**src/rtl/lat_meas_pkg.sv**
```systemverilog
// ============================================================================
// lat_meas_pkg: shared FSM state encoding and timing constants for the
// display-latency trial sequencer.   Rev 1.0
// ============================================================================
`default_nettype none

package lat_meas_pkg;

  typedef enum logic [2:0] {
    IDLE        = 3'd0,
    CLEAR       = 3'd1,
    ARM         = 3'd2,
    WAIT_DONE   = 3'd3,
    CAPTURE     = 3'd4,
    GAP         = 3'd5,
    FINISH      = 3'd6,
    CLEAR_ABORT = 3'd7
  } lat_state_e;

  localparam int unsigned CLEAR_LEN          = 2;
  localparam int unsigned DEF_TRIAL_W        = 8;
  localparam int unsigned DEF_SUM_W          = 40;
  localparam int unsigned DEF_GAP_CYCLES     = 148_500_000;
  localparam int unsigned DEF_TIMEOUT_CYCLES = 297_000_000;

  // Terminal value of a 0-based 32-bit timer that spans 'cycles' cycles.
  function automatic logic [31:0] last_tick(input int unsigned cycles);
    return 32'(cycles - 1);
  endfunction

endpackage

`default_nettype wire

```
**src/rtl/latency_meas_sequencer_if.sv**
```systemverilog
// ============================================================================
// latency_meas_sequencer_if: clear/start/done/delay handshake between the
// sequencer (master) and the video pattern generator (slave).   Rev 1.0
// ============================================================================
`default_nettype none

interface latency_meas_sequencer_if;
  logic        clear_out;
  logic        start_out;
  logic        done_in;
  logic [31:0] delay_in;

  modport master (
    output clear_out,
    output start_out,
    input  done_in,
    input  delay_in
  );

  modport slave (
    input  clear_out,
    input  start_out,
    output done_in,
    output delay_in
  );
endinterface

`default_nettype wire

```
**src/rtl/lat_stats_accum.sv**
```systemverilog
// ============================================================================
// lat_stats_accum: last/sum/success-count statistics over captured delays;
// min/max tracking exists only when LAT_MINMAX_EN is defined.   Rev 1.0
// ============================================================================
`default_nettype none

module lat_stats_accum
  import lat_meas_pkg::*;
#(
  parameter int unsigned TRIAL_W = DEF_TRIAL_W,
  parameter int unsigned SUM_W   = DEF_SUM_W
) (
  input  logic               CLK,
  input  logic               RST,
  input  logic               clr_i,
  input  logic               cap_i,
  input  logic [31:0]        delay_i,
  output logic [31:0]        last_o,
  output logic [SUM_W-1:0]   sum_o,
  output logic [TRIAL_W-1:0] ok_cnt_o
`ifdef LAT_MINMAX_EN
  ,
  output logic [31:0]        min_o,
  output logic [31:0]        max_o
`endif
);

  localparam logic [TRIAL_W-1:0] CNT_ONE = {{(TRIAL_W-1){1'b0}}, 1'b1};

  logic [31:0]        last_q;
  logic [SUM_W-1:0]   sum_q;
  logic [TRIAL_W-1:0] ok_cnt_q;

  always_ff @(posedge CLK) begin
    if (RST || clr_i) begin
      last_q   <= '0;
      sum_q    <= '0;
      ok_cnt_q <= '0;
    end else if (cap_i) begin
      last_q   <= delay_i;
      sum_q    <= sum_q + {{(SUM_W-32){1'b0}}, delay_i};
      ok_cnt_q <= ok_cnt_q + CNT_ONE;
    end
  end

  assign last_o   = last_q;
  assign sum_o    = sum_q;
  assign ok_cnt_o = ok_cnt_q;

`ifdef LAT_MINMAX_EN
  logic [31:0] min_q;
  logic [31:0] max_q;

  // min starts at all-ones so the first capture always replaces it.
  always_ff @(posedge CLK) begin
    if (RST || clr_i) begin
      min_q <= 32'hFFFF_FFFF;
      max_q <= '0;
    end else if (cap_i) begin
      if (delay_i < min_q) min_q <= delay_i;
      if (delay_i > max_q) max_q <= delay_i;
    end
  end

  assign min_o = min_q;
  assign max_o = max_q;
`endif

endmodule

`default_nettype wire

```
**src/rtl/latency_meas_sequencer.sv**
```systemverilog
// ============================================================================
// latency_meas_sequencer: runs N clear/start/done latency trials against the
// pattern generator and accumulates statistics. Optional: LAT_MINMAX_EN.
// Rev 1.0
// ============================================================================
`default_nettype none

module latency_meas_sequencer
  import lat_meas_pkg::*;
#(
  parameter int unsigned TRIAL_W        = DEF_TRIAL_W,
  parameter int unsigned GAP_CYCLES     = DEF_GAP_CYCLES,
  parameter int unsigned TIMEOUT_CYCLES = DEF_TIMEOUT_CYCLES,
  parameter int unsigned SUM_W          = DEF_SUM_W
) (
  input  logic                       CLK,
  input  logic                       RST,
  input  logic                       run_in,
  input  logic                       abort_in,
  input  logic [TRIAL_W-1:0]         num_trials_in,
  latency_meas_sequencer_if.master   gen,
  output logic                       busy_out,
  output logic                       result_valid_out,
  output logic [TRIAL_W-1:0]         trial_idx_out,
  output logic [TRIAL_W-1:0]         ok_cnt_out,
  output logic [TRIAL_W-1:0]         timeout_cnt_out,
  output logic [31:0]                last_out,
  output logic [SUM_W-1:0]           sum_out
`ifdef LAT_MINMAX_EN
  ,
  output logic [31:0]                min_out,
  output logic [31:0]                max_out
`endif
);

  localparam logic [31:0]        CLR_LAST = last_tick(CLEAR_LEN);
  localparam logic [31:0]        GAP_LAST = last_tick(GAP_CYCLES);
  localparam logic [31:0]        TO_LAST  = last_tick(TIMEOUT_CYCLES);
  localparam logic [TRIAL_W:0]   IDX_ONE  = {{TRIAL_W{1'b0}}, 1'b1};
  localparam logic [TRIAL_W-1:0] CNT_ONE  = {{(TRIAL_W-1){1'b0}}, 1'b1};

  lat_state_e         state_q;
  logic [31:0]        timer_q;
  logic [TRIAL_W-1:0] n_q;
  logic [TRIAL_W-1:0] trial_idx_q;
  logic [TRIAL_W-1:0] timeout_cnt_q;
  logic               clear_q;
  logic               start_q;
  logic               busy_q;
  logic               result_valid_q;

  logic [TRIAL_W:0]   trial_idx_d;
  logic               more_trials;
  logic               run_accept;
  logic               abort_hit;
  logic               stats_clr;
  logic               stats_cap;

  assign trial_idx_d = {1'b0, trial_idx_q} + IDX_ONE;
  assign more_trials = trial_idx_d < {1'b0, n_q};
  assign run_accept  = (state_q == IDLE) && run_in && (num_trials_in != '0);
  // CLEAR_ABORT is excluded so a held abort level still ends in IDLE.
  assign abort_hit   = abort_in && (state_q != IDLE) && (state_q != CLEAR_ABORT);
  assign stats_clr   = run_accept;
  assign stats_cap   = (state_q == CAPTURE) && !abort_hit;

  always_ff @(posedge CLK) begin
    if (RST) begin
      state_q        <= IDLE;
      timer_q        <= '0;
      n_q            <= '0;
      trial_idx_q    <= '0;
      timeout_cnt_q  <= '0;
      clear_q        <= 1'b0;
      start_q        <= 1'b0;
      busy_q         <= 1'b0;
      result_valid_q <= 1'b0;
    end else if (abort_hit) begin
      state_q <= CLEAR_ABORT;
      clear_q <= 1'b1;
      start_q <= 1'b0;
      busy_q  <= 1'b1;
    end else begin
      start_q <= 1'b0;
      case (state_q)
        IDLE: begin
          if (run_accept) begin
            state_q        <= CLEAR;
            n_q            <= num_trials_in;
            trial_idx_q    <= '0;
            timeout_cnt_q  <= '0;
            timer_q        <= '0;
            clear_q        <= 1'b1;
            busy_q         <= 1'b1;
            result_valid_q <= 1'b0;
          end
        end
        CLEAR: begin
          if (timer_q == CLR_LAST) begin
            state_q <= ARM;
            clear_q <= 1'b0;
            start_q <= 1'b1;
          end else begin
            timer_q <= timer_q + 32'd1;
          end
        end
        ARM: begin
          state_q <= WAIT_DONE;
          timer_q <= '0;
        end
        WAIT_DONE: begin
          if (gen.done_in) begin
            state_q <= CAPTURE;
          end else if (timer_q == TO_LAST) begin
            timeout_cnt_q <= timeout_cnt_q + CNT_ONE;
            trial_idx_q   <= trial_idx_d[TRIAL_W-1:0];
            timer_q       <= '0;
            state_q       <= more_trials ? GAP : FINISH;
          end else begin
            timer_q <= timer_q + 32'd1;
          end
        end
        CAPTURE: begin
          trial_idx_q <= trial_idx_d[TRIAL_W-1:0];
          timer_q     <= '0;
          state_q     <= more_trials ? GAP : FINISH;
        end
        GAP: begin
          if (timer_q == GAP_LAST) begin
            state_q <= CLEAR;
            timer_q <= '0;
            clear_q <= 1'b1;
          end else begin
            timer_q <= timer_q + 32'd1;
          end
        end
        FINISH: begin
          state_q        <= IDLE;
          busy_q         <= 1'b0;
          result_valid_q <= 1'b1;
        end
        CLEAR_ABORT: begin
          state_q <= IDLE;
          clear_q <= 1'b0;
          busy_q  <= 1'b0;
        end
        default: begin
          state_q <= IDLE;
          clear_q <= 1'b0;
          busy_q  <= 1'b0;
        end
      endcase
    end
  end

  // Delay settles one cycle after done, so it is sampled during CAPTURE.
  lat_stats_accum #(
    .TRIAL_W (TRIAL_W),
    .SUM_W   (SUM_W)
  ) u_stats (
    .CLK      (CLK),
    .RST      (RST),
    .clr_i    (stats_clr),
    .cap_i    (stats_cap),
    .delay_i  (gen.delay_in),
    .last_o   (last_out),
    .sum_o    (sum_out),
    .ok_cnt_o (ok_cnt_out)
`ifdef LAT_MINMAX_EN
    ,
    .min_o    (min_out),
    .max_o    (max_out)
`endif
  );

  assign gen.clear_out       = clear_q;
  assign gen.start_out       = start_q;
  assign busy_out            = busy_q;
  assign result_valid_out    = result_valid_q;
  assign trial_idx_out       = trial_idx_q;
  assign timeout_cnt_out     = timeout_cnt_q;

endmodule

`default_nettype wire

```
**src/flat_wrapper.sv**
```systemverilog
// flat-port wrapper written by rule: the top's interface ports become plain ports
module latency_meas_sequencer_flat import lat_meas_pkg::*;
#(
  parameter int unsigned TRIAL_W        = DEF_TRIAL_W,
  parameter int unsigned GAP_CYCLES     = DEF_GAP_CYCLES,
  parameter int unsigned TIMEOUT_CYCLES = DEF_TIMEOUT_CYCLES,
  parameter int unsigned SUM_W          = DEF_SUM_W
)
  (CLK, RST, run_in, abort_in, num_trials_in, busy_out, result_valid_out, trial_idx_out, ok_cnt_out, timeout_cnt_out, last_out, sum_out, gen_clear_out, gen_start_out, gen_done_in, gen_delay_in);
  latency_meas_sequencer_if gen_i ();
  input  logic CLK;
  input  logic RST;
  input  logic run_in;
  input  logic abort_in;
  input  logic [TRIAL_W-1:0] num_trials_in;
  output logic busy_out;
  output logic result_valid_out;
  output logic [TRIAL_W-1:0] trial_idx_out;
  output logic [TRIAL_W-1:0] ok_cnt_out;
  output logic [TRIAL_W-1:0] timeout_cnt_out;
  output logic [31:0] last_out;
  output logic [SUM_W-1:0] sum_out;
  output wire logic [$bits(gen_i.clear_out)-1:0] gen_clear_out;
  output wire logic [$bits(gen_i.start_out)-1:0] gen_start_out;
  input wire logic [$bits(gen_i.done_in)-1:0] gen_done_in;
  input wire logic [$bits(gen_i.delay_in)-1:0] gen_delay_in;
  assign gen_clear_out = gen_i.clear_out;
  assign gen_start_out = gen_i.start_out;
  assign gen_i.done_in = gen_done_in;
  assign gen_i.delay_in = gen_delay_in;
  latency_meas_sequencer #(.TRIAL_W(TRIAL_W), .GAP_CYCLES(GAP_CYCLES), .TIMEOUT_CYCLES(TIMEOUT_CYCLES), .SUM_W(SUM_W)) u_core (.CLK(CLK), .RST(RST), .run_in(run_in), .abort_in(abort_in), .num_trials_in(num_trials_in), .gen(gen_i), .busy_out(busy_out), .result_valid_out(result_valid_out), .trial_idx_out(trial_idx_out), .ok_cnt_out(ok_cnt_out), .timeout_cnt_out(timeout_cnt_out), .last_out(last_out), .sum_out(sum_out));
endmodule
```
**config.mk**
```make
export PLATFORM = sky130hd
export DESIGN_NAME = latency_meas_sequencer_flat
export DESIGN_NICKNAME = d
export VERILOG_FILES = /design/src/rtl/lat_meas_pkg.sv /design/src/rtl/latency_meas_sequencer_if.sv /design/src/rtl/lat_stats_accum.sv /design/src/rtl/latency_meas_sequencer.sv /design/src/flat_wrapper.sv
export SDC_FILE = /design/constraint.sdc
export NUM_CORES = 1
export LEC_CHECK = 0
export ABC_AREA = 1
export CORE_MARGIN = 4
export CORE_UTILIZATION = 45
export CTS_CLUSTER_DIAMETER = 80
export DETAILED_ROUTE_END_ITERATION = 12
export GPL_TIMING_DRIVEN = 0
export HOLD_SLACK_MARGIN = 0.05
export PLACE_DENSITY_LB_ADDON = 0.1
export SYNTH_ARGS = -nofsm -noshare
export SYNTH_HDL_FRONTEND = slang
export SYNTH_SLANG_ARGS = --single-unit
```
**constraint.sdc**
```tcl
create_clock -name CLK -period 2.43 [get_ports CLK]
set_input_delay 0.6075 -clock CLK [delete_from_list [all_inputs] [get_ports CLK]]
set_output_delay 0.6075 -clock CLK [all_outputs]
set_load 0.01 [all_outputs]
```
==> out/qor.txt <==
Status: completed
Switching Share: 0.398
PD cells: 694 nW/um^2
Worst-margin pin slew: 628 ps
Compound-Gate Fraction of Synth Area: 0.123
Routed wire length: 31.9 mm
DR pass1 iterations: 5
Crit-path cells: clkdlybuf4s50_1 > ha_2 > a21oi_1 > o21ai_1 > nand2_1 > nand2_1 > a21oi_1 > nand2_1 > nand2_1 > nand3_1 > nand2_1 > inv_1
CP Max Fanout: 5
Final hold violations: 0
DR vias: 10600
Residual DRC: 0
Power Internal: 5.16 mW
Initial core utilization: 0.463
Worst path most repeated cell: nand2_1
Simple-gate area share of the yosys netlist: 0.396
Ys async rst share: 0
Die area: 24300 um^2
Placed Area: 11600 um^2
Synth Instances: 1618
GRT Overall Usage: 0.258
Max-slew violations: 0
Critical path's slowest cell: clkdlybuf4s50_1
Row count: 53
CP endpoint kind: flip-flop
Top Ports: 145
Final Setup Violations: 0
Period Utilization, post-route: 0.954
Clock Skew: 10.1 ps
Worst VDD drop: 0.535 mV
Critical path class: input port to flip-flop
EDFF count, synth: 0
Hold Buf Count CTS: 0
CTS tree: built
CP top delay family: compound AO/OA/AOI/OAI gates
DR WL/cell: 15.4 um
Area grow syn2layout: 25.6%
Total grt overflow: 0
Total net switching power: 3.42 mW
WHS: 462 ps
Share of cells above drive strength 1: 0.0774
Synthesis Warnings: 0
Headroom to the max-slew limit: 0.581
Die height: 156 um
Synthesized area per cell: 6.09 um^2
Net count after synthesis: 1708
# clock sinks: 143
FF+latch count, synth: 143
I/O Buffers: 144
GP Congestion: 0.963
Worst-Skew Late Latency: 430 ps
Vias/cell: 5.11
Fin Setup TNS: 0 ps
Die Wd: 156 um
Synth Cell Area: 9850 um^2
Detailed Route Iter0 Violations: 638
Core Util, Final: 0.581
Clock Path Buffers: 2
Startpoint class of the critical path: input port
Multiplexer share of the synthesized area: 0
Vias in the first global route: 10200
Num CTS Buffers: 17
Initial antenna violation count: 0
Sequential share of power: 0.311
Pleak: 5.46 nW
Fin nets: 1874
Netlist cell types: 43
Root Buffer: clkbuf_16
Core Region: 21300 um^2
Register area share after synthesis: 0.291
FMAX: 431 MHz
Combinational fraction of design power: 0.385
Synth area leaders: dfxtp_1 (29%), nand2_1 (20%), inv_1 (8.2%)
Post-Synth Adder-Cell Area: 0.0579
Max Cap Viol: 0
Largest net degree at the start of global routing: 17
Most frequent cells after synthesis: nand2_1 (517), inv_1 (215), nor2_1 (182), dfxtp_1 (143), a21oi_1 (125)
Count leader, synth: nand2_1
N_diodes: 0
Final ANT Viol Nets: 0
HP Class: flip-flop to flip-flop
Critical path arrival: 2650 ps
Synth Flop Type: dfxtp_1
Final Cell Area: 12400 um^2
Post-DP HPWL: 24.9 mm
Worst path bufs/invs: 2
Clock Power Share: 0.304
XOR/XNOR Fraction of Synth Area: 0.0213
First-pass GRT wire length: 50.7 mm
Share of the synthesized area in the top cell type: 0.291
Max incr delay on CP: 500 ps
Largest area contributor in the netlist: dfxtp_1
WP data required: 2760 ps
Largest family of logic cells by synthesized area: simple AND/OR/NAND/NOR gates
Worst-path clk slew: 70 ps
H-tree depth: 4
Period minus WS final: 2320 ps
## power groups by stage
| stage | logic [mW] | clock network (mW) | registers (mW) |
|---|---|---|---|
| 2_1_floorplan | 2.10 | 0 | 2.74 |
| 3_3_place_gp | 3.22 | 0 | 2.71 |
| 3_5_place_dp | 3.24 | 0 | 2.71 |
| 4_1_cts | 3.27 | 2.64 | 2.66 |
| 5_1_grt | 3.66 | 2.76 | 2.69 |
| 6_report | 3.30 | 2.61 | 2.67 |
## repair_timing
action / in CTS / in global routing
resized for setup: 10 / 33
setup buffers: 0 / 3
setup endpoints to repair: 14 / 29
endpoints found under the hold margin: 0 / 0
pin swaps: 0 / 1
## cell usage in the layout (no fill, tap or decap), types with 17 or more instances in the layout
| master | n |
|---|---|
| a21oi_1 | 121 |
| clkbuf_16 | 17 |
| clkdlybuf4s50_1 | 141 |
| dfxtp_1 | 139 |
| ha_1 | 35 |
| inv_1 | 214 |
| nand2_1 | 509 |
| nand3_1 | 116 |
| nand4_1 | 24 |
| nor2_1 | 177 |
| nor3_1 | 19 |
| o21a_1 | 19 |
| o21ai_0 | 45 |
| xor2_1 | 21 |
## routing by layer
metal	wire, um	vias to the layer above	GRT usage
met5	0	-	0
met4	956	0	0.0830
met3	1380	60	0.0419
met2	16000	246	0.470
met1	13500	4786	0.309
li1	-	5494	-
## path summary, 6_finish.rpt
path                             start                   endpoint  slack, ps  cells past startpoint
max                   gen_delay_in[17]   u_core.u_stats.sum_o[30]        110                     12
min          u_core.u_stats.last_o[11]  u_core.u_stats.last_o[11]        460                      2
max reg2reg    u_core.u_stats.sum_o[0]   u_core.u_stats.sum_o[30]        150                     15
min reg2reg  u_core.u_stats.last_o[11]  u_core.u_stats.last_o[11]        460                      2
## tightest hold or removal path: stages (launching register included)
cell and delay, ps:
dfxtp_1 310, nand2_1 60, a21oi_1 50
## metrics by stage
stage	std cells	total power [mW]	setup WS (ps)
after detailed placement	2037	5.95	-815
after global routing	2072	9.11	-2.50
after global placement	2037	5.93	-804
after CTS	2069	8.57	12.7
after floorplan	1618	4.84	235
final	2072	8.58	111
## registers in the layout (all words and copies together) (netlist names)
signal and cells:
u_core.busy_out 1, u_core.n_q 8, u_core.result_valid_out 1, u_core.gen.start_out 1, u_core.timeout_cnt_out 8, u_core.trial_idx_out 8
u_core.state_q 3, u_core.gen.clear_out 1, u_core.u_stats.ok_cnt_o 8, u_core.timer_q 32, u_core.u_stats.sum_o 40, u_core.u_stats.last_o 32
## cell families (layout without fill, tap and decap cells)
| group | after synthesis | after routing |
|---|---|---|
| AO/OA/AOI/OAI | 220 | 220 |
| XOR/XNOR | 24 | 24 |
| adder cells (fa/ha/maj) | 45 | 45 |
| buffers and inverters | 270 | 449 |
| flip-flops | 143 | 143 |
| AND/OR/NAND/NOR | 916 | 916 |
## cell type report
class	instances	area (um^2)
flip-flops and latches	143	2870
fillers	2205	8910
clock buffers	18	429
clock inverters	14	144
well taps	275	344
inverters	230	870
plain buffers	40	223
multi-input cells	1205	6030
repair buffers	147	1460
(Power assumes the default switching activity.)
